## config.mk

```make
export PLATFORM = sky130hd
export DESIGN_NAME = wb_scoreboard
export DESIGN_NICKNAME = d
export VERILOG_FILES = /design/src/rtl/wb_scoreboard.sv
export SDC_FILE = /design/constraint.sdc
export NUM_CORES = 1
export LEC_CHECK = 0
export BUFFER_PORTS_ARGS = -buffer_cell sky130_fd_sc_hd__buf_4
export CAP_MARGIN = 25
export CORE_ASPECT_RATIO = 0.7
export CORE_UTILIZATION = 47
export DETAILED_ROUTE_END_ITERATION = 10
export GPL_TIMING_DRIVEN = 0
export HOLD_SLACK_MARGIN = 0.12
export PLACE_DENSITY = 0.69
export SLEW_MARGIN = 20
export SYNTH_ARGS = -nofsm -noshare
export SYNTH_HDL_FRONTEND = slang
export SYNTH_SLANG_ARGS = --single-unit
```

## constraint.sdc

```tcl
create_clock -name clock -period 3.57 [get_ports clock]
set_input_delay 0.5355 -clock clock [delete_from_list [all_inputs] [get_ports clock]]
set_output_delay 0.5355 -clock clock [all_outputs]
set_load 0.1 [all_outputs]
```

## src/rtl/wb_scoreboard.sv

```systemverilog
// rtl/wb_scoreboard.sv - writeback pipeline with per-register busy scoreboard and hazard stall
//
// Decodes destination/write-enable from op1/op3/op2, carries {valid,we,addr} down a
// PIPE_DEPTH-stage writeback pipe and tracks pending register writes in a busy vector.
// Ports:
//   clock, reset                    rising-edge clock, async active-high reset
//   issue_valid / issue_ready       decode handshake; accept = issue_valid & issue_ready
//   op1, op3, rd_rb, ra_op2         instruction fields used for dest/we decode
//   src_a/_used, src_b/_used        source registers checked for RAW hazards
//   flush                           kills all in-flight entries at the next edge
//   wb_valid, wb_we, wb_addr        retiring entry, drives the regfile write port
//   busy                            bit i set while a write to Ri is in flight
module wb_scoreboard #(
    parameter int RA_W       = 3,
    parameter int PIPE_DEPTH = 3,
    parameter int BYPASS     = 1
) (
    input  logic                   clock,
    input  logic                   reset,
    input  logic                   issue_valid,
    output logic                   issue_ready,
    input  logic [1:0]             op1,
    input  logic [3:0]             op3,
    input  logic [RA_W-1:0]        rd_rb,
    input  logic [RA_W-1:0]        ra_op2,
    input  logic [RA_W-1:0]        src_a,
    input  logic                   src_a_used,
    input  logic [RA_W-1:0]        src_b,
    input  logic                   src_b_used,
    input  logic                   flush,
    output logic                   wb_valid,
    output logic                   wb_we,
    output logic [RA_W-1:0]        wb_addr,
    output logic [(1<<RA_W)-1:0]   busy
);

    localparam int NREGS = 1 << RA_W;

    logic [2:0]         op2;
    logic [RA_W-1:0]    dest;
    logic               dec_we;
    logic [NREGS-1:0]   retire_mask;
    logic [NREGS-1:0]   busy_eff;
    logic [NREGS-1:0]   busy_next;
    logic               accept;

    logic [PIPE_DEPTH-1:0] st_valid;
    logic [PIPE_DEPTH-1:0] st_we;
    logic [RA_W-1:0]       st_addr [PIPE_DEPTH];

    assign op2 = ra_op2[2:0];

    always_comb begin
        dest   = (op1 == 2'b00) ? ra_op2 : rd_rb;
        dec_we = 1'b1;
        case (op1)
            2'b10:   dec_we = (op2 <= 3'd2);
            2'b11:   dec_we = !(op3 == 4'd7 || op3 == 4'd13 || op3 == 4'd14 || op3 == 4'd15);
            default: dec_we = 1'b1;
        endcase
    end

    // With bypass, the register being written back this cycle is already
    // available to the consumer, so it does not block issue.
    always_comb begin
        retire_mask = '0;
        if (BYPASS != 0 && wb_valid && wb_we)
            retire_mask[wb_addr] = 1'b1;
        busy_eff = busy & ~retire_mask;
    end

    assign issue_ready = ~flush
                       & ~(src_a_used & busy_eff[src_a])
                       & ~(src_b_used & busy_eff[src_b])
                       & ~(dec_we & busy_eff[dest]);
    assign accept = issue_valid & issue_ready;

    // Clear before set so a same-register retire/issue pair leaves the bit set.
    always_comb begin
        busy_next = busy;
        if (wb_valid && wb_we)
            busy_next[wb_addr] = 1'b0;
        if (accept && dec_we)
            busy_next[dest] = 1'b1;
    end

    // Address fields only load behind a valid entry, so wb_addr keeps the
    // last retired destination through bubbles and flushes.
    always_ff @(posedge clock or posedge reset) begin
        if (reset) begin
            st_valid <= '0;
            st_we    <= '0;
            busy     <= '0;
            for (int i = 0; i < PIPE_DEPTH; i++)
                st_addr[i] <= '0;
        end else if (flush) begin
            st_valid <= '0;
            st_we    <= '0;
            busy     <= '0;
        end else begin
            st_valid[0] <= accept;
            st_we[0]    <= accept & dec_we;
            if (accept)
                st_addr[0] <= dest;
            for (int i = 1; i < PIPE_DEPTH; i++) begin
                st_valid[i] <= st_valid[i-1];
                st_we[i]    <= st_we[i-1];
                if (st_valid[i-1])
                    st_addr[i] <= st_addr[i-1];
            end
            busy <= busy_next;
        end
    end

    assign wb_valid = st_valid[PIPE_DEPTH-1];
    assign wb_we    = st_we[PIPE_DEPTH-1];
    assign wb_addr  = st_addr[PIPE_DEPTH-1];

endmodule

```

==> impl_metrics.yaml, run 1 <==
final_layout:
  drive_above_1_share_pct: 39.76
  n_antenna_cell: 0
  syn2layout_area_growth_pct: 26.38
  fin_cells: 202
  seqCellArea_sq_um: 575.6
  fin_nets: 191
  multi_input_area_sq_um: 777.0
  post-route-util_pct: 63.08
  final_cell_area_sq_um: 1780
  fillers: 248
sta:
  period_minus_slack_ns: 2.932
  finalSetupViolCount: 0
  skew_ns: 0.003936
  tightest_slew_ns: 0.8140
  rsz0062_at_grt: "false"
  slew_viol_final: 0
  fmax_mhz: 341.0
  final.setup.tns_ns: 0
  min_period_over_period_pct: 82.14
  hold_viol_final: 0
  slew_headroom_pct: 45.67
critical_path:
  worstPathCellList: "nand2b_1 -> o21ai_1 -> mux4_2 -> a211o_1 -> o21ai_2 -> nor3_4 -> buf_4"
  ff2ff_setup_slack_ns: 1.03
  cp.required_ns: 3.03
  cp_top_family: "compound AO/OA/AOI/OAI gates"
  crit_cells: 7
  endpoint: "issue_ready"
  critPathSlowestCell: "dfrtp_1"
  r2r_start: "wb_addr[2]"
  reg2regPathDepth: 7
  r2r-end: "st_addr[7]"
  path_class: "flip-flop to output port"
  cp.arrival_ns: 2.40
  startpoint: "wb_addr[2]"
  cp_slowest_stage_delay_ns: 0.52
  crit_path_end_kind: "output port"
  cp-start-kind: "flip-flop"
  path_buf_inv: 1
  critPathMaxFanout: 7
die:
  ios: 38
  num_rows: 16
  die_y_um: 47.81
  coreArea_sq_um: 2823
  dieArea_sq_um: 3224
  die_x_um: 67.44
  start_util_pct: 49.91
power:
  power_mw: 0.8735
  leakage_nw: 0.8574
  peakVddDrop_mv: 0.3317
  power.density_nw_per_um2: 490.6
synth:
  netlist_instances: 126
  synth.most_common_cell: "dfrtp_1"
  ys_seq_area_share_pct: 40.85
  synthArstFlopShare_pct: 100.0
  synth_fp_nets: 150
  yosysTopAreaCell: "dfrtp_1"
  ys_seq_elements: 23
  avgSynthCellArea_sq_um: 11.18
  synth_top_flop_cell: "dfrtp_1"
  yosysWarningCount: 0
  synthTopCellsByArea: "dfrtp_1, mux2_2, o2bb2ai_1"
  synth_area_sq_um: 1409
  synth_edf_count: 0
  synth_commonest_cells: "dfrtp_1, and3_1, mux2_2"
  ys_types: 44
  synth_top_area_share_pct: 40.85
global_routing:
  grt_max_degree: 24
  overflow: 0
  grt_pass1_wl_um: 5099
  grt_pass1_vias: 1080
  grt_antenna_before_repair: 0
  track_usage_pct: 22.59
clock_network:
  clockBufferDepth: 2
  clkTransAtPathRegs_ns: 0.07
  cts_root_buffer: "clkbuf_8"
  ctsResizeCount: 0
  numClockSinks: 23
  post-cts-setup-buffer-count: 0
  cts_buffers: 3
  worst_skew_pair.late_latency_ns: 0.26
  tritoncts: "done"
  cts_hold_buf: 0
  cts_max_level: 1
route:
  drt.antenna.violating_nets: 0
  wirelength_um: 3327
  dr.pass1.iters: 4
  drc_errors: 0
  drt-vias-per-instance: 5.817
  dr.first_iter.drc_count: 63
  avgRoutedWirePerCell_um: 16.47
  vias: 1175
placement:
  place_area_sq_um: 1735
  dpl.cell_count: 198
  numPortBuffers: 36
  gp_congestion: 0.9006
  detailed_place_hpwl_um: 2584
worst_hold_path:
  hp-class: "primary input to asynchronous set/reset pin"
flow_run:
  cap_violations: 0
outcome:
  status: "finished clean"
[per-layer routing]
layer	share of wire, %	global-route usage [%]	vias to the layer above
li1	-	-	567
met1	46	29.96	550
met2	46	36.80	56
met3	7.6	6.429	2
met4	0.24	6.383	0
met5	0	0	-
[worst min path at each step]
stage | from | end | slack [ns] | depth (start not counted)
after CTS | reset | st_addr[4] | 0.46 | 2
after floorplan | st_we[0] | st_we[1] | 0.44 | 1
after detailed placement | st_we[1] | st_we[2] | 0.46 | 1
final | reset | wb_addr[1] | 0.44 | 2
after global placement | st_we[0] | st_we[1] | 0.46 | 1
after global routing | flush | st_we[2] | 0.49 | 2
[registers in the layout (all words and copies together), names as in the netlist]
name,cells
busy,8
st_addr,6
st_valid,3
st_we,3
wb_addr,3
[layout make-up]
type | instances | share of cell area (%)
Inverter | 6 | 1.265
Buffer | 7 | 2.530
Sequential cell | 23 | 32.33
Tap cell | 36 | 2.530
Multi-Input combinational cell | 90 | 43.64
Timing Repair Buffer | 36 | 15.18
Clock buffer | 4 | 2.530
[kinds of logic (layout without fill, tap and decap cells)]
logic type	after synthesis	count (layout)	share of synthesized area [%]
AOI/OAI and AO/OA	38	38	21.76
buffers and inverters	13	53	4.795
adders and majority gates	1	1	0.7105
muxes	17	17	14.83
DFF	23	23	40.85
and+or+nand+nor	34	34	17.05
[power breakdown]
part	internal (mW)	switching, mW	total, mW
Clock	0.0794	0.0701	0.149
Combinational	0.132	0.227	0.359
Sequential	0.309	0.0556	0.365
Total	0.521	0.353	0.873
[stage by stage]
step	hold slack [ns]	setup slack, ns
finish	0.4388	0.6377
global route	0.4883	0.4387
CTS	0.4637	0.6354
detailed placement	0.4558	0.7873
global placement	0.4577	0.8100
floorplan	0.4385	0.2346
[placed cells by master (no fill, tap or decap), types with 2 or more instances in the layout]
cell type and count:
nand3_1 2, o31ai_2 2, dfrtp_1 23, nand2b_1 4, inv_1 6, o2bb2ai_1 7, mux2_2 9, a21oi_1 2
or4b_1 2, o211ai_1 5, nand2_1 3, clkbuf_8 3, o21ai_0 2, and3_1 9, nor2_1 2, buf_4 39
nor2b_1 4, o2111ai_1 2, mux2_4 3, o21ai_1 7, clkbuf_1 3, mux2i_1 4
[worst reg2reg max path: stages, from the launching register on]
cell and delay (ns):
dfrtp_1 0.49, nand2b_1 0.24, o21ai_1 0.33, mux2i_1 0.15, o311ai_1 0.31, o21ai_2 0.16
nor4b_4 0.41, mux2_4 0.34
(Power assumes the default switching activity.)
==> run 2: changes to the inputs <==
--- a/config.mk
+++ b/config.mk
@@ -5,6 +5,7 @@
 export SDC_FILE = /design/constraint.sdc
 export NUM_CORES = 1
 export LEC_CHECK = 0
+export ABC_AREA = 1
 export BUFFER_PORTS_ARGS = -buffer_cell sky130_fd_sc_hd__buf_4
 export CAP_MARGIN = 25
 export CORE_ASPECT_RATIO = 0.7
@@ -12,7 +13,7 @@
 export DETAILED_ROUTE_END_ITERATION = 10
 export GPL_TIMING_DRIVEN = 0
 export HOLD_SLACK_MARGIN = 0.12
-export PLACE_DENSITY = 0.69
+export PLACE_DENSITY = 0.71
 export SLEW_MARGIN = 20
 export SYNTH_ARGS = -nofsm -noshare
 export SYNTH_HDL_FRONTEND = slang
==> constraint.sdc (replaced) <==
create_clock -name clock -period 2.4 [get_ports clock]
set_input_delay 0.36 -clock clock [delete_from_list [all_inputs] [get_ports clock]]
set_output_delay 0.36 -clock clock [all_outputs]
set_load 0.1 [all_outputs]
==> impl_metrics.yaml, run 2 <==
outcome:
  status: "finished clean"
worst_hold_path:
  hp-class: "primary input to flip-flop"
  min_from: "flush"
  holdPathEnd: "st_we[1]"
  whs_path_depth: 2
final_layout:
  layout_common_cells: "nand2_1, buf_4, nand3_1"
  multi_input_area_sq_um: 818.3
  syn2layout_area_growth_pct: 32.43
  fillers: 270
  drive_above_1_share_pct: 34.35
  layout_commonest_cell: "nand2_1"
  largest_register: "busy"
  seqCellArea_sq_um: 581.8
  top_regs: "busy (8), st_addr (6)"
  fin_nets: 287
  n_antenna_cell: 0
  largest_reg_flops: 8
power:
  p_clk_share_pct: 17.7
  leakage_nw: 1.108
  combPwrFrac_pct: 42.6
  pwr-share-seq_pct: 39.7
  peakVddDrop_mv: 0.5114
  intPower_mw: 0.7474
  power_mw: 1.315
  power.density_nw_per_um2: 675.5
  power_switching_share_pct: 43.17
  p_switching_mw: 0.5678
global_routing:
  grt_antenna_before_repair: 0
  grt_max_degree: 24
  grt_pass1_wl_um: 5920
  overflow: 0
  grt_pass1_vias: 1401
  track_usage_pct: 23.21
sta:
  min_period_over_period_pct: 95.36
  finalSetupViolCount: 0
  slew_headroom_pct: 45.04
  tightest_slew_ns: 0.8235
  period_minus_slack_ns: 2.289
  hold_viol_final: 0
  postLayoutSetupSlackWorst_ns: 0.1115
  fmax_mhz: 437.0
  skew_ns: 0.005235
  slew_viol_final: 0
critical_path:
  cp.arrival_ns: 1.93
  r2r-end: "busy[5]"
  r2r_start: "wb_addr[2]"
  critPathMaxFanout: 5
  path_class: "flip-flop to output port"
  reg2regPathDepth: 13
  cp.required_ns: 2.04
  cp-start-kind: "flip-flop"
  crit_path_end_kind: "output port"
  ff2ff_setup_slack_ns: 0.49
die:
  ios: 38
  dieArea_sq_um: 3359
  die_x_um: 68.85
  start_util_pct: 51.00
  coreArea_sq_um: 2883
  num_rows: 16
  die_y_um: 48.80
synth:
  synth_adder_area_share_pct: 0
  synthMuxAreaShare_pct: 0
  synth_top_flop_cell: "dfrtp_1"
  synth.most_common_cell: "nand2_1"
  synthArstFlopShare_pct: 100.0
  yosysWarningCount: 0
  synth_fp_nets: 242
  synthSimpleGateAreaFrac_pct: 48.43
  yosys.area_share.xor_xnor_pct: 0
  synth_area_sq_um: 1470
  avgSynthCellArea_sq_um: 6.744
  ys_seq_area_share_pct: 39.15
  synthTopCellsByArea: "dfrtp_1, nand2_1, nand3_1"
  synth_edf_count: 0
  synth_top_area_share_pct: 39.15
  synth_compound_area_share_pct: 2.638
  ys_seq_elements: 23
  synth_commonest_cells: "nand2_1, inv_1, nand3_1"
  yosysTopAreaCell: "dfrtp_1"
  netlist_instances: 218
  ys_types: 22
  synth_top_family_by_area: "simple AND/OR/NAND/NOR gates"
clock_network:
  cts_max_level: 1
  numClockSinks: 23
  cts_root_buffer: "clkbuf_8"
  clkTransAtPathRegs_ns: 0.08
  clockBufferDepth: 2
  worst_skew_pair.late_latency_ns: 0.26
  cts_buffers: 3
  tritoncts: "done"
route:
  drt-vias-per-instance: 5.007
  dr.pass1.iters: 4
  vias: 1492
  drc_errors: 0
  wirelength_um: 3519
  dr.first_iter.drc_count: 131
  avgRoutedWirePerCell_um: 11.81
  drt.antenna.violating_nets: 0
placement:
  numPortBuffers: 37
  gp_congestion: 0.8558
  detailed_place_hpwl_um: 2764
  dpl_worst_slack_ns: 0.08628
flow_run:
  cap_violations: 0
## run 2: cell count changes after synthesis, sizes merged, moves of 5 or more
cell / previous run / this run
mux2: 12 / 0
inv: 6 / 27
nand3: 3 / 28
nand2: 4 / 91
o21ai: 10 / 5
and3: 9 / 1
o2bb2ai: 7 / 0
o211ai: 5 / 0
nand4: 0 / 11
nor2: 3 / 21
## run 2: critical path, cell delays in order (launching register included)
cell	delay, ns
dfrtp_2	0.44
nor2_2	0.17
nand2_2	0.09
nand2_2	0.10
nand2_1	0.07
nand3_1	0.08
nand3b_1	0.09
nand3_2	0.10
nand3_2	0.08
nor2_4	0.14
buf_6	0.12
buf_12	0.16
## run 2: cells by family (layout without fill, tap and decap cells)
family,after synthesis,in the layout
AOI/OAI and AO/OA,7,7
and+or+nand+nor,155,155
DFF,23,23
buffers and inverters,33,77
## run 2: layout make-up
class,count,share of cell area (%)
Buffer,6,2.185
Multi-Input combinational cell,162,42.03
Clock buffer,4,2.314
Sequential cell,23,29.88
Inverter,27,5.206
Tap cell,36,2.314
Timing Repair Buffer,40,16.07
## run 2: worst max-delay path by stage
stage,start,to,slack [ns],cells after the start
4_1_cts,st_valid[2],issue_ready,0.02,12
6_report,wb_addr[2],issue_ready,0.11,11
5_1_grt,wb_addr[2],issue_ready,-0.00005,11
2_1_floorplan,st_valid[2],issue_ready,0.1,10
3_3_place_gp,st_valid[2],issue_ready,0.08,12
3_5_place_dp,op1[1],issue_ready,0.09,14
## run 2: metal layers
metal  GRT usage [%]  up-vias  part of all wire [%]
met3           7.009        2                   7.0
li1                -      775                     -
met2           35.11       50                    43
met4           4.082        0                  0.60
met5               0        -                     0
met1           32.84      665                    49
## run 2: per-stage QoR
step                utilization, %  cells  hold WS [ns]  instance area, sq um  setup TNS, ns
CTS                          64.97    296        0.2607                  1873              0
floorplan                        -    218        0.3618                  1473              0
finish                       67.53    298        0.2603                  1947              0
global route                 67.53    298        0.2585                  1947    -0.00005040
global placement             62.28    291        0.4362                  1795              0
detailed placement           62.28    291        0.4565                  1795              0
## run 2: power by group through the flow
stage	Clock (mW)	Combinational (mW)	Sequential [mW]
2_1_floorplan	0	0.385	0.523
3_3_place_gp	0	0.518	0.509
3_5_place_dp	0	0.525	0.512
4_1_cts	0.237	0.539	0.505
5_1_grt	0.257	0.609	0.532
6_report	0.233	0.560	0.522
## run 2: repair_timing
action                                  CTS  global route
gates resized for setup                   7            23
pin swaps                                 1            12
endpoints found under the setup margin    1             1
setup buffers                             1             2
hold buffers                              0             0
